### src/rtl/multicycle_control_fsm.sv
// ---------------------------------------------------------------------------
// multicycle_control_fsm
//   Control unit for a multicycle MIPS-style datapath. A two-process FSM
//   walks each instruction through fetch, decode and its execute/memory/
//   write-back phases. It drives the datapath mux selects, write enables
//   and the ALU operation code.
//
// Ports
//   clk        in   sole clock, rising edge
//   rst_n      in   asynchronous active-low reset
//   opcode     in   [5:0] instruction bits 31:26 (used live only in DECODE)
//   funct      in   [5:0] instruction bits 5:0  (used live only in DECODE)
//   zero       in   ALU zero flag, gates pc_write in BRANCH
//   mem_ready  in   memory handshake, looked at in FETCH, MEMRD and MEMWR
//   pc_write, ir_write, mem_read, mem_write, reg_write, alu_src_a   out [0:0]
//   alu_src_b, pc_src, reg_dst, mem_to_reg                          out [1:0]
//   alu_ctl    out  [3:0] team ALU operation code
//   illegal    out  high while parked in TRAP
//   state      out  [3:0] current state code
// ---------------------------------------------------------------------------
module multicycle_control_fsm (
    input  logic       clk,
    input  logic       rst_n,
    input  logic [5:0] opcode,
    input  logic [5:0] funct,
    input  logic       zero,
    input  logic       mem_ready,
    output logic       pc_write,
    output logic       ir_write,
    output logic       mem_read,
    output logic       mem_write,
    output logic       reg_write,
    output logic       alu_src_a,
    output logic [1:0] alu_src_b,
    output logic [1:0] pc_src,
    output logic [1:0] reg_dst,
    output logic [1:0] mem_to_reg,
    output logic [3:0] alu_ctl,
    output logic       illegal,
    output logic [3:0] state
);

    typedef enum logic [3:0] {
        S_FETCH  = 4'd0,  S_DECODE = 4'd1,  S_MEMADR = 4'd2,  S_MEMRD = 4'd3,
        S_MEMWB  = 4'd4,  S_MEMWR  = 4'd5,  S_REXEC  = 4'd6,  S_RWB   = 4'd7,
        S_IEXEC  = 4'd8,  S_IWB    = 4'd9,  S_BRANCH = 4'd10, S_JAL   = 4'd11,
        S_JR     = 4'd12, S_TRAP   = 4'd13
    } state_t;

    localparam logic [5:0] OP_RTYPE = 6'b000000;
    localparam logic [5:0] OP_LW    = 6'b100011;
    localparam logic [5:0] OP_SW    = 6'b101011;
    localparam logic [5:0] OP_ADDI  = 6'b001000;
    localparam logic [5:0] OP_ANDI  = 6'b001100;
    localparam logic [5:0] OP_BEQ   = 6'b000100;
    localparam logic [5:0] OP_JAL   = 6'b000011;

    localparam logic [5:0] FN_ADD = 6'b100000;
    localparam logic [5:0] FN_SLL = 6'b000000;
    localparam logic [5:0] FN_AND = 6'b100100;
    localparam logic [5:0] FN_NOR = 6'b100111;
    localparam logic [5:0] FN_SLT = 6'b101010;
    localparam logic [5:0] FN_JR  = 6'b001000;

    localparam logic [3:0] ALU_ADD  = 4'b0010;
    localparam logic [3:0] ALU_SLL  = 4'b0100;
    localparam logic [3:0] ALU_AND  = 4'b0000;
    localparam logic [3:0] ALU_NOR  = 4'b1100;
    localparam logic [3:0] ALU_JR   = 4'b1111;
    localparam logic [3:0] ALU_SLT  = 4'b0111;
    localparam logic [3:0] ALU_LW   = 4'b1000;
    localparam logic [3:0] ALU_SW   = 4'b1001;
    localparam logic [3:0] ALU_ADDI = 4'b0011;
    localparam logic [3:0] ALU_ANDI = 4'b0001;
    localparam logic [3:0] ALU_BEQ  = 4'b1010;
    localparam logic [3:0] ALU_JAL  = 4'b1011;

    state_t     state_q, state_d;
    logic [5:0] opcode_q, opcode_d;
    logic [5:0] funct_q, funct_d;
    // Low from reset until the first clock edge after release; holds the
    // outputs at 0 and the FSM in FETCH during that window.
    logic       run_q;

    function automatic logic [3:0] rtype_alu_ctl(input logic [5:0] fn);
        logic [3:0] ctl;
        case (fn)
            FN_ADD:  ctl = ALU_ADD;
            FN_SLL:  ctl = ALU_SLL;
            FN_AND:  ctl = ALU_AND;
            FN_NOR:  ctl = ALU_NOR;
            FN_SLT:  ctl = ALU_SLT;
            default: ctl = 4'b0000;
        endcase
        return ctl;
    endfunction

    function automatic state_t decode_next(input logic [5:0] op, input logic [5:0] fn);
        state_t nxt;
        case (op)
            OP_LW, OP_SW: nxt = S_MEMADR;
            OP_RTYPE: begin
                case (fn)
                    FN_JR:                                  nxt = S_JR;
                    FN_ADD, FN_SLL, FN_AND, FN_NOR, FN_SLT: nxt = S_REXEC;
                    default:                                nxt = S_TRAP;
                endcase
            end
            OP_ADDI, OP_ANDI: nxt = S_IEXEC;
            OP_BEQ:           nxt = S_BRANCH;
            OP_JAL:           nxt = S_JAL;
            default:          nxt = S_TRAP;
        endcase
        return nxt;
    endfunction

    // State, captured instruction fields and run enable
    always_ff @(posedge clk or negedge rst_n) begin
        if (!rst_n) begin
            state_q  <= S_FETCH;
            opcode_q <= 6'd0;
            funct_q  <= 6'd0;
            run_q    <= 1'b0;
        end else begin
            state_q  <= state_d;
            opcode_q <= opcode_d;
            funct_q  <= funct_d;
            run_q    <= 1'b1;
        end
    end

    // Next-state, instruction capture and Moore/Mealy output decode
    always_comb begin
        state_d    = state_q;
        opcode_d   = opcode_q;
        funct_d    = funct_q;
        pc_write   = 1'b0;
        ir_write   = 1'b0;
        mem_read   = 1'b0;
        mem_write  = 1'b0;
        reg_write  = 1'b0;
        alu_src_a  = 1'b0;
        alu_src_b  = 2'b00;
        pc_src     = 2'b00;
        reg_dst    = 2'b00;
        mem_to_reg = 2'b00;
        alu_ctl    = 4'b0000;
        illegal    = 1'b0;
        if (!run_q) begin
            state_d = S_FETCH;
        end else begin
            case (state_q)
                S_FETCH: begin
                    mem_read  = 1'b1;
                    alu_src_b = 2'b01;
                    alu_ctl   = ALU_ADD;
                    ir_write  = mem_ready;
                    pc_write  = mem_ready;
                    if (mem_ready) state_d = S_DECODE;
                    else           state_d = S_FETCH;
                end
                S_DECODE: begin
                    alu_src_b = 2'b11;
                    alu_ctl   = ALU_ADD;
                    // Later states only ever see these captured copies.
                    opcode_d  = opcode;
                    funct_d   = funct;
                    state_d   = decode_next(opcode, funct);
                end
                S_MEMADR: begin
                    alu_src_a = 1'b1;
                    alu_src_b = 2'b10;
                    if (opcode_q == OP_LW) begin
                        alu_ctl = ALU_LW;
                        state_d = S_MEMRD;
                    end else begin
                        alu_ctl = ALU_SW;
                        state_d = S_MEMWR;
                    end
                end
                S_MEMRD: begin
                    mem_read = 1'b1;
                    if (mem_ready) state_d = S_MEMWB;
                    else           state_d = S_MEMRD;
                end
                S_MEMWB: begin
                    reg_write  = 1'b1;
                    mem_to_reg = 2'b01;
                    state_d    = S_FETCH;
                end
                S_MEMWR: begin
                    mem_write = 1'b1;
                    if (mem_ready) state_d = S_FETCH;
                    else           state_d = S_MEMWR;
                end
                S_REXEC: begin
                    alu_src_a = 1'b1;
                    alu_ctl   = rtype_alu_ctl(funct_q);
                    state_d   = S_RWB;
                end
                S_RWB: begin
                    reg_write = 1'b1;
                    reg_dst   = 2'b01;
                    state_d   = S_FETCH;
                end
                S_IEXEC: begin
                    alu_src_a = 1'b1;
                    alu_src_b = 2'b10;
                    if (opcode_q == OP_ADDI) alu_ctl = ALU_ADDI;
                    else                     alu_ctl = ALU_ANDI;
                    state_d   = S_IWB;
                end
                S_IWB: begin
                    reg_write = 1'b1;
                    state_d   = S_FETCH;
                end
                S_BRANCH: begin
                    alu_src_a = 1'b1;
                    alu_ctl   = ALU_BEQ;
                    pc_src    = 2'b01;
                    pc_write  = zero;
                    state_d   = S_FETCH;
                end
                S_JAL: begin
                    pc_write   = 1'b1;
                    pc_src     = 2'b10;
                    reg_write  = 1'b1;
                    reg_dst    = 2'b10;
                    mem_to_reg = 2'b10;
                    alu_ctl    = ALU_JAL;
                    state_d    = S_FETCH;
                end
                S_JR: begin
                    alu_src_a = 1'b1;
                    alu_ctl   = ALU_JR;
                    pc_src    = 2'b11;
                    pc_write  = 1'b1;
                    state_d   = S_FETCH;
                end
                S_TRAP: begin
                    illegal = 1'b1;
                    state_d = S_TRAP;
                end
                // Unused encodings park in TRAP so a corrupted state is visible.
                default: begin
                    state_d = S_TRAP;
                end
            endcase
        end
    end

    assign state = state_q;

endmodule

### config.mk
export PLATFORM = sky130hd
export DESIGN_NAME = multicycle_control_fsm
export DESIGN_NICKNAME = d
export VERILOG_FILES = /design/src/rtl/multicycle_control_fsm.sv
export SDC_FILE = /design/constraint.sdc
export NUM_CORES = 1
export LEC_CHECK = 0
export CORE_UTILIZATION = 35
export CTS_CLUSTER_DIAMETER = 80
export DETAILED_ROUTE_END_ITERATION = 6
export PLACE_DENSITY = 0.6
export RECOVER_POWER = 100
export SLEW_MARGIN = 40
export SYNTH_ARGS = -nofsm -noshare
export SYNTH_HDL_FRONTEND = slang
export SYNTH_SLANG_ARGS = --single-unit
### constraint.sdc
create_clock -name clk -period 2.7 [get_ports clk]
set_input_delay 0.675 -clock clk [delete_from_list [all_inputs] [get_ports clk]]
set_output_delay 0.675 -clock clk [all_outputs]
set_load 0.02 [all_outputs]
# Word-level counts from Yosys, hierarchy flattened
# Index checks and enable logic that the tools add are counted.
[totals] reg_bits=17 inputBits=16 out_inout_bits=23 elab_cells=83
[op_classes] n_eq_ne=29 n_mux=35 reduce_logical=15
[ops] operator="equality test 6 bit, second input constant" count=10
[ops] operator="one-hot mux 4 bit (8 select lines)" count=1
[ops] operator="one-hot mux 4 bit (7 select lines)" count=1
[ops] operator="equality test 4 bit, second input constant" count=6
[ops] operator="equality test 6 x 4 -> 1 bit, second input constant" count=4
[ops] operator="one-hot mux 4 bit (5 select lines)" count=1
[ops] operator="logical NOT 6 bit" count=3
[ops] operator="equality test 4 x 3 -> 1 bit, second input constant" count=4
[ops] operator="one-hot mux 4 bit (4 select lines)" count=1
[ops] operator="two-way mux 1 bit" count=15
[ops] operator="one-hot mux 2 bit (3 select lines)" count=2
[ops] operator="OR reduction 2 bit" count=6
[ops] operator="two-way mux 2 bit" count=5
[ops] operator="OR reduction 5 bit" count=2
[ops] operator="two-way mux 3 bit" count=3
[ops] operator="equality test 4 x 2 -> 1 bit, second input constant" count=2
[ops] operator="two-way mux 4 bit" count=2
[ops] operator="one-hot mux 2 bit (2 select lines)" count=2
[ops] operator="one-hot mux 4 bit (2 select lines)" count=1
[ops] operator="equality test 6 x 2 -> 1 bit, second input constant" count=1
[ops] operator="equality test 6 x 3 -> 1 bit, second input constant" count=1
[ops] operator="OR reduction 6 bit" count=1
[ops] operator="equality test 4 x 1 -> 1 bit, second input constant" count=1
[ops] operator="logical NOT 4 bit" count=1
[ops] operator="other kinds (3)" count=3

# Longest topological paths before layout
# Gate-level depths: netlist (run 1).
[logic_depth] ltp_word=6 depth_mapped=8 depth_no_buf=5

# Least setup slack after synthesis (run 1)
# No wires, ideal clock.
[synth_timing] kind="flip-flop to output port" from="register state_q[3], in the netlist state[3]" to="output alu_ctl[2]" arrival_ns=2.011 required_ns=2.025 slack_ns=0.014 path_stages_with_launch=7 n_path_buf=1 path_cell_list="dfrtp_1 clkbuf_1 nand2b_1 nor4b_1 nand2_1 o21a_1 a21oi_1"
[synth_between] elab_chain_len=4 elab_cells_between_ends=11 classes_between="7 x eq/ne; 2 x mux; 2 x reduce/logical"
[synth_lines] element="from (decl)" line_no="78" text="state_t state_q, state_d;"
[synth_lines] element="from (signal assigned)" line_no="125" text="state_q <= state_d;"
[synth_lines] element="equality test 4 x 1 -> 1 bit or logical NOT 4 bit (tied branches)" line_no="152" text="case (state_q)"
[synth_lines] element="OR reduction 2 bit (no source line)"
[synth_lines] element="one-hot mux 4 bit (7 select lines) *" line_no="152"
[synth_lines] element="two-way mux 4 bit *" line_no="149" text="if (!run_q) begin"
[synth_lines] element="to (decl)" line_no="38" text="output logic [3:0] alu_ctl,"
# Every way passes the cells marked *; elsewhere a longest branch is shown, timed or not.

# Worst setup path in the final report (run 1)
[layout_timing] from="register opcode_q[2]" to="output alu_ctl[1]"
[layout_between] elab_chain_len=4
[layout_lines] element="from (decl)" line_no="79" text="logic [5:0] opcode_q, opcode_d;"
[layout_lines] element="from (signal assigned)" line_no="126" text="opcode_q <= opcode_d;"
[layout_lines] element="equality test 6 x 4 -> 1 bit" line_no="209" text="if (opcode_q == OP_ADDI) alu_ctl = ALU_ADDI;"
[layout_lines] element="two-way mux 2 bit" line_no="209"
[layout_lines] element="one-hot mux 4 bit (7 select lines)" line_no="152"
[layout_lines] element="two-way mux 4 bit" line_no="149"
# No other way between the ends.

==> summary.txt, run 1 <==
STA
  • Relative slew slack: 0.385
  • Setup tns final: -0.00559 ns
  • Setup ws final: -0.00559 ns
  • Final setup fails: 1
  • Clk_skew: 0.00363 ns
  • Slew @ Worst Pin: 0.923 ns
  • Min cycle time layout: 2.71 ns
  • Fin. Hold Viols: 0
  • Slew Limit Fails: 0
  • Setup repair after global routing missed its margin: yes
  • Final period util: 1.00
  • Achievable frequency: 370 MHz
  • Hold Worst Slack: 0.529 ns

Synth
  • Post-synth EDFFs: 0
  • Synth Instances: 164
  • Top post-synthesis cells by area: dfrtp_1, mux2_2, nor2_1
  • Synthesized area: 0.00131 mm2
  • #FFs+latches synth: 17
  • Avg Inst Size Synth: 8.00 um2
  • Mux cell area share after synthesis: 0.102
  • Unique masters post-synth: 40
  • Combinational family with the most area after synthesis: simple AND/OR/NAND/NOR gates
  • Ys async rst share: 1.00
  • Predominant post-synthesis flop cell: dfrtp_1
  • Yosys Warn Count: 0
  • Leading area contributor after synthesis: dfrtp_1
  • Synth Area in Adders: 0
  • Synthesized net count: 180
  • Fraction of the mapped netlist area in compound gates: 0.188
  • Post-synthesis xor/xnor area fraction: 0.0400
  • Top cell type's share of synthesized area: 0.324
  • Post-synthesis sequential area ratio: 0.324
  • Simple-Gate Fraction of Synth Area: 0.278

Hold path
  • Worst hold path type: primary input to async pin

Finish
  • Nets: 228
  • Post-route cell area: 0.00186 mm2
  • N_diodes: 0
  • Final core utilization: 0.537
  • Area growth from synthesis to layout: 41.9%
  • Layout cells sized above 1: 0.194

GRT
  • Met2 Use GR: 0.329
  • GRT Max-Usage Layer: met2
  • Global Route Usage Sum: 0.194
  • Largest net degree at the start of global routing: 21
  • GRT overflow: 0
  • Initial antenna violation count: 0
  • Vias in the first global route: 1371
  • First-pass GRT wire length: 6.15 mm
  • Met1 Use GR: 0.248
  • Met3 track demand over resource: 0.0236

Pwr
  • Power Total: 1.58 mW
  • P per Cell Area: 851 mW/mm2
  • Leakage dissipation: 0.814 nW
  • Max VDD drop: 0.000559 V

Worst setup path
  • Worst endpoint data arrival time: 2.03 ns
  • CP Capture Type: output port
  • Worst setup SP type: flop
  • Max incr delay on CP: 0.72 ns
  • Crit-path slowest cell: or4b_2
  • Worst Path Required: 2.03 ns
  • Critical path fanouts, max: 2
  • CP Cell Sequence: or4b_2 > nor4_4 > o211ai_1 > a31oi_1 > buf_2
  • WS Path Type: flop to output port

CTS
  • CTS tree: done
  • CTS Buf Count: 3
  • Clock sink count: 17
  • Clock root cell: clkbuf_8
  • Clk Latency, worst-skew pair: 0.25 ns
  • # Post-CTS Setup Buffers: 0
  • Clk slew on worst S/H paths: 0.07 ns
  • Htree depth: 1
  • Hold buffers post-CTS: 0
  • Worst-case clock buffer depth: 2

Run status
  • Status: complete, but fails checks
  • Failing checks: negative setup slack

Floorplanning
  • Initial Utilization: 0.378
  • Rows: 21
  • Die height: 63.2 um
  • I/O pin total: 39
  • Die area: 0.00400 mm2
  • Die width: 63.2 um
  • CORE AREA: 0.00347 mm2

Route
  • Vias per std cell: 5.47
  • DRC Markers: 0
  • Drt first pass iters: 5
  • Wire per inst: 14.0 um
  • Post-route ant nets: 0
  • DRT Wirelength: 3.61 mm
  • Initial DRC Count: 115
  • Total vias in the final route: 1406

Run
  • MaxCap Viol Count: 0

Placement
  • # port buffers: 38
  • Gp weighted congestion: 0.872
  • HPWL after detailed placement: 2.74 mm
  • Placed cell areas: 0.00181 mm2
[report_power, final]
part | switching (mW) | internal (mW)
Clock | 0.0867 | 0.102
Sequential | 0.118 | 0.369
Combinational | 0.478 | 0.431
Total | 0.682 | 0.902
[synthesized netlist by cell type (3+ instances only)]
cell type and n:
nand2_1 15, dfrtp_1 17, o211ai_1 6, o21ai_0 11, clkbuf_1 6, or3_1 3
a21oi_1 11, inv_1 3, mux2_2 11, nor2_1 19, xnor2_1 4, a31oi_1 3
nor3_1 11, nand3_1 7, nor4_1 3
[per-stage QoR]
step | setup WS, ns | instances
2_1_floorplan | 0.0139 | 164
3_3_place_gp | -0.174 | 253
3_5_place_dp | -0.243 | 253
5_1_grt | -0.103 | 257
6_report | -0.00559 | 257
4_1_cts | -0.138 | 257
[final timing paths]
path	start	to	depth (start not counted)	slack [ns]
worst min register to register	funct_q[2]	funct_q[2]	1	0.56
worst max-delay path	opcode_q[2]	alu_ctl[1]	5	-0.006
min in group clk	funct_q[2]	funct_q[2]	1	0.56
max in group asynchronous	rst_n	state[0]	1	1.55
worst min-delay path	rst_n	funct_q[4]	1	0.53
worst max register to register	state[0]	state[3]	7	0.35
[critical path: cells and delay by family (launching register included)]
| kind | cells | cell delay (ns) |
|---|---|---|
| simple gates | 2 | 0.92 |
| flops | 1 | 0.37 |
| compound gates | 2 | 0.31 |
| buf+inv | 1 | 0.19 |
[state kept, by name (all words and copies together), names as in the netlist]
register	count
opcode_q	6
run_q	1
state	4
funct_q	6
[area by class of cell]
| type | count | area [um2] |
|---|---|---|
| inverters | 5 | 21.3 |
| fillers | 357 | 1610 |
| flip-flops and latches | 17 | 427 |
| repair buffers | 54 | 483 |
| well taps | 46 | 57.6 |
| multi-input cells | 131 | 828 |
| clock inverters | 1 | 5.00 |
| clock buffers | 3 | 41.3 |
[repair_timing]
action,in CTS,in global routing
gates resized for setup,12,13
hold endpoints to repair,0,0
endpoints found under the setup margin,7,9
[cells in the final DEF (no fill, tap or decap), drive strengths merged, types with 2 or more instances in the layout]
| cell type | n |
|---|---|
| a21oi | 11 |
| a31oi | 3 |
| and3 | 2 |
| and3b | 2 |
| buf | 16 |
| clkbuf | 7 |
| clkdlybuf4s50 | 24 |
| dfrtp | 17 |
| dlygate4sd2 | 4 |
| dlymetal6s2s | 5 |
| inv | 5 |
| mux2 | 11 |
| nand2 | 15 |
| nand2b | 2 |
| nand3 | 7 |
| nand4b | 2 |
| nor2 | 19 |
| nor3 | 11 |
| nor4 | 3 |
| o211ai | 6 |
| o21a | 2 |
| o21ai | 11 |
| o22ai | 2 |
| or3 | 4 |
| xnor2 | 4 |
| xor2 | 2 |
[cell families after synthesis]
kind of cell              count (synthesis)
and+or+nand+nor                          72
AOI/OAI and AO/OA                        40
DFF                                      17
buffers and inverters                    16
muxes                                    12
xor gates and xnor gates                  6
other                                     1
[routing by layer]
metal  up-vias  share of wire  wire length [um]
met5         -              0                 0
met4         0          0.018                65
met3         7          0.035               126
met2        47           0.47              1690
met1       668           0.48              1720
li1        684              -                 -
No activity file was read; power rests on OpenSTA's default activity.
==> run 2: changes to the inputs <==
Settings changed: SLEW_MARGIN 40 to 20, TNS_END_PERCENT set to 100.
==> summary.txt, run 2 (synthesis results as in run 1) <==
STA
  • Fin. Hold Viols: 0
  • Final period util: 1.00
  • Relative slew slack: 0.485
  • Achievable frequency: 370 MHz
  • Clk_skew: 0.00482 ns
  • Slew @ Worst Pin: 0.770 ns
  • Final setup fails: 1
  • Min cycle time layout: 2.71 ns
  • Setup repair after global routing missed its margin: yes
  • Setup ws final: -0.00561 ns
  • Setup tns final: -0.00561 ns
  • Hold Worst Slack: 0.558 ns
  • Slew Limit Fails: 0

Route
  • DRC Markers: 0
  • Total vias in the final route: 1398
  • Initial DRC Count: 123
  • DRT Wirelength: 3.60 mm
  • Drt first pass iters: 5
  • Post-route ant nets: 0
  • Vias per std cell: 5.44
  • Wire per inst: 14.0 um

Finish
  • Commonest non-fill, non-tap cells in the layout: clkdlybuf4s50_1, nor2_1, dfrtp_1, nand2_1, buf_4
  • Final core utilization: 0.539
  • N_diodes: 0
  • Post-route cell area: 0.00187 mm2
  • Area growth from synthesis to layout: 42.4%
  • Nets: 228
  • Most common cell after layout, fill and taps aside: clkdlybuf4s50_1
  • Layout cells sized above 1: 0.194

Floorplanning
  • Die area: 0.00400 mm2
  • Die height: 63.2 um
  • I/O pin total: 39
  • Die width: 63.2 um
  • CORE AREA: 0.00347 mm2
  • Initial Utilization: 0.378
  • Rows: 21

Hold path
  • Worst hold path type: flop to flop

GRT
  • Initial antenna violation count: 0
  • Met1 Use GR: 0.248
  • Global Route Usage Sum: 0.194
  • First-pass GRT wire length: 6.15 mm
  • Vias in the first global route: 1371
  • GRT overflow: 0
  • Met2 Use GR: 0.329
  • Largest net degree at the start of global routing: 21
  • GRT Max-Usage Layer: met2
  • Met3 track demand over resource: 0.0236

Placement
  • # port buffers: 38
  • Placed cell areas: 0.00181 mm2
  • Dpl ws: -0.243 ns
  • Gp weighted congestion: 0.872
  • HPWL after detailed placement: 2.74 mm

CTS
  • Clock root cell: clkbuf_8
  • Clock sink count: 17
  • Clk slew on worst S/H paths: 0.07 ns
  • CTS Buf Count: 3
  • Htree depth: 1
  • Clk Latency, worst-skew pair: 0.25 ns
  • # Post-CTS Setup Buffers: 0
  • CTS tree: done
  • Worst-case clock buffer depth: 2

Worst setup path
  • Crit path max-delay family: simple AND/OR/NAND/NOR gates
  • Worst Path Required: 2.03 ns
  • WP buf/inv: 1
  • CP Cell Sequence: or4b_2 > nor4_4 > o211ai_1 > a31oi_1 > buf_2
  • Critical path fanouts, max: 2
  • Worst setup SP type: flop
  • Crit-path slowest cell: or4b_2
  • Worst endpoint data arrival time: 2.03 ns
  • Max incr delay on CP: 0.72 ns
  • WS Path Type: flop to output port
  • R2R Setup Slk: 0.35 ns
  • CP Capture Type: output port

Pwr
  • Max VDD drop: 0.000559 V
  • Leakage dissipation: 0.817 nW
  • P per Cell Area: 848 mW/mm2

Run status
  • Status: complete, but fails checks
  • Failing checks: negative setup slack

Run
  • MaxCap Viol Count: 0
==> run 2: cell types whose count changed in the layout (fill, tap and decap cells not counted) <==
cell | before | now
clkbuf_1 | 2 | 1
dlygate4sd3_1 | 1 | 2
==> run 2: cell type report <==
| type | count | area (um2) |
|---|---|---|
| tap | 46 | 57.6 |
| fill | 355 | 1600 |
| timing repair buffer | 54 | 489 |
| clock inverter | 1 | 5.00 |
| clock buffer | 3 | 41.3 |
| sequential | 17 | 427 |
| inverter | 5 | 21.3 |
| multi-input combinational | 131 | 828 |
==> run 2: final timing paths <==
kind | endpoint | startpoint | cells after the start
min in group asynchronous | funct_q[4] | rst_n | 1
min | funct_q[4] | funct_q[4] | 1
max reg2reg | state[3] | state[0] | 7
max | alu_ctl[1] | opcode_q[2] | 5
min reg2reg | funct_q[4] | funct_q[4] | 1
max in group asynchronous | state[0] | rst_n | 1
==> run 2: routing by layer <==
metal,vias up,wire (um)
met4,0,65
li1,685,-
met5,-,0
met3,7,130
met1,656,1710
met2,50,1700
==> run 2: what timing repair did <==
action | in CTS | in global routing
pin swaps | 0 | 0
endpoints found under the setup margin | 7 | 9
gates resized for setup | 12 | 13
hold buffers | 0 | 0
==> run 2: where the power goes <==
group / switching [mW] / internal, mW / leakage (nW)
clock: 0.0878 / 0.102 / 0.0255
combinational: 0.478 / 0.432 / 0.588
sequential: 0.118 / 0.369 / 0.204
==> run 2: stage by stage <==
step                      std cells  total power [mW]
final                           257              1.59
after global routing            257              1.71
after CTS                       257              1.59
after detailed placement        253              1.39
after global placement          253              1.37
after floorplan                 164              1.03
==> run 3: changes to the inputs <==
Settings changed: PLACE_DENSITY 0.6 to 0.63, SKIP_LAST_GASP set to 1.
Clock period 2.7 ns to 2.4 ns, I/O delays scaled along.
==> summary.txt, run 3 (synthesis results as in run 1) <==
CTS
  • Clock sink count: 17
  • Htree depth: 1
  • Clk slew on worst S/H paths: 0.06 ns
  • Hold buffers post-CTS: 0
  • Clock root cell: clkbuf_8
  • Clk Latency, worst-skew pair: 0.25 ns
  • CTS Buf Count: 3
  • CTS tree: done
  • # Post-CTS Setup Buffers: 0
  • Worst-case clock buffer depth: 2

STA
  • Min cycle time layout: 2.49 ns
  • Final period util: 1.04
  • Clk_skew: 0.00307 ns
  • Setup ws final: -0.0910 ns
  • Final setup fails: 1
  • Slew @ Worst Pin: 0.884 ns
  • Setup repair after global routing missed its margin: yes
  • Slew Limit Fails: 0
  • Relative slew slack: 0.411
  • Fin. Hold Viols: 0
  • Achievable frequency: 401 MHz

Route
  • DRC Markers: 0
  • Initial DRC Count: 128
  • DRT Wirelength: 3.57 mm
  • Drt first pass iters: 4
  • Vias per std cell: 5.35
  • Wire per inst: 13.8 um
  • Post-route ant nets: 0
  • Total vias in the final route: 1386

Placement
  • Dpl ws: -0.399 ns
  • # port buffers: 38
  • HPWL after detailed placement: 2.72 mm
  • Placed cell count: 255
  • Gp weighted congestion: 0.851

GRT
  • GRT Max-Usage Layer: met2
  • GRT overflow: 0
  • Met2 Use GR: 0.306
  • Initial antenna violation count: 0
  • Largest net degree at the start of global routing: 21
  • Vias in the first global route: 1302
  • First-pass GRT wire length: 5.95 mm
  • Met3 track demand over resource: 0.0290
  • Met1 Use GR: 0.249
  • Global Route Usage Sum: 0.186

Worst setup path
  • Reg2reg end: funct_q[3]
  • Reg2reg path depth: 6
  • Critical path fanouts, max: 2
  • Worst Path Required: 1.80 ns
  • Crit-path slowest cell: or4b_4
  • Worst endpoint data arrival time: 1.89 ns
  • Crit path from: opcode_q[2]
  • Reg2reg start: state[0]
  • Worst setup SP type: flop
  • Critical path endpoint: alu_ctl[1]
  • Max incr delay on CP: 0.54 ns
  • R2R Setup Slk: 0.11 ns
  • WS Path Type: flop to output port
  • CP Cell Sequence: or4b_4 > nor4_4 > o211ai_1 > a31oi_1 > buf_4
  • CP Capture Type: output port

Floorplanning
  • Die area: 0.00400 mm2
  • Die width: 63.2 um
  • I/O pin total: 39
  • Die height: 63.2 um
  • Initial Utilization: 0.378
  • CORE AREA: 0.00347 mm2
  • Rows: 21

Hold path
  • Worst hold path type: flop to flop

Pwr
  • Max VDD drop: 0.000547 V
  • Power Total: 1.78 mW
  • Leakage dissipation: 0.776 nW
  • P per Cell Area: 955 mW/mm2

Run
  • MaxCap Viol Count: 0

Finish
  • Final core utilization: 0.536
  • Nets: 230
  • Area growth from synthesis to layout: 41.7%
  • Commonest non-fill, non-tap cells in the layout: nor2_1, dfrtp_1, nand2_1, clkdlybuf4s50_1, buf_4
  • Layout cells sized above 1: 0.211
  • N_diodes: 0
  • Most common cell after layout, fill and taps aside: nor2_1
  • Non-Filler Instances: 259

Run status
  • Status: complete, but fails checks
  • Failing checks: negative setup slack
==> run 3: cell count changes in the layout (fill, tap and decap cells not counted), sizes merged <==
cell / before / now
clkdlybuf4s50: 24 / 15
dlygate4sd2: 4 / 10
clkbuf: 6 / 11
dlymetal6s2s: 5 / 0
buf: 16 / 18
dlygate4sd3: 2 / 4
clkdlybuf4s15: 0 / 1
==> run 3: what timing repair did <==
item / 4_1_cts / 5_1_grt
resized for setup: 34 / 13
pin swaps: 0 / 4
setup endpoints to repair: 16 / 11
==> run 3: worst min path at each step <==
stage / endpoint / cells past startpoint / startpoint
5_1_grt: opcode_q[3] / 1 / opcode_q[3]
3_5_place_dp: opcode_q[3] / 1 / opcode_q[3]
4_1_cts: opcode_q[3] / 1 / opcode_q[3]
2_1_floorplan: funct_q[0] / 0 / rst_n
6_report: opcode_q[3] / 1 / opcode_q[3]
3_3_place_gp: opcode_q[3] / 1 / opcode_q[3]
==> run 3: metal layers <==
layer | vias up | share of wire
met2 | 44 | 0.48
li1 | 696 | -
met1 | 642 | 0.47
met4 | 0 | 0.0084
met5 | - | 0
met3 | 4 | 0.047
==> run 3: critical path, delay by kind of cell (launching register included) <==
| kind | cells | cell delay (ns) |
|---|---|---|
| DFF | 1 | 0.38 |
| AOI/OAI and AO/OA | 2 | 0.28 |
| and+or+nand+nor | 2 | 0.82 |
| buffers and inverters | 1 | 0.17 |
==> run 3: layout make-up <==
type | instances | area [um2]
Timing Repair Buffer | 56 | 470
Fill cell | 345 | 1610
Tap cell | 46 | 57.6
Clock inverter | 1 | 5.00
Multi-Input combinational cell | 131 | 838
Inverter | 5 | 21.3
Sequential cell | 17 | 425
Clock buffer | 3 | 41.3
==> run 3: stage by stage <==
| step | TNS, ns | cell area [um2] | hold slack, ns |
|---|---|---|---|
| final | -0.0910 | 1860 | 0.535 |
| after global routing | -0.407 | 1860 | 0.576 |
| after CTS | -0.176 | 1870 | 0.542 |
| after detailed placement | -1.18 | 1850 | 0.528 |
| after global placement | -1.07 | 1850 | 0.497 |
| after floorplan | -0.146 | 1320 | 0.304 |
==> run 3: power breakdown <==
| group | internal, mW | switching [mW] | leakage [nW] |
|---|---|---|---|
| Clock | 0.115 | 0.0938 | 0.0255 |
| Sequential | 0.413 | 0.131 | 0.205 |
| Combinational | 0.476 | 0.546 | 0.545 |
| Total | 1.00 | 0.771 | 0.776 |
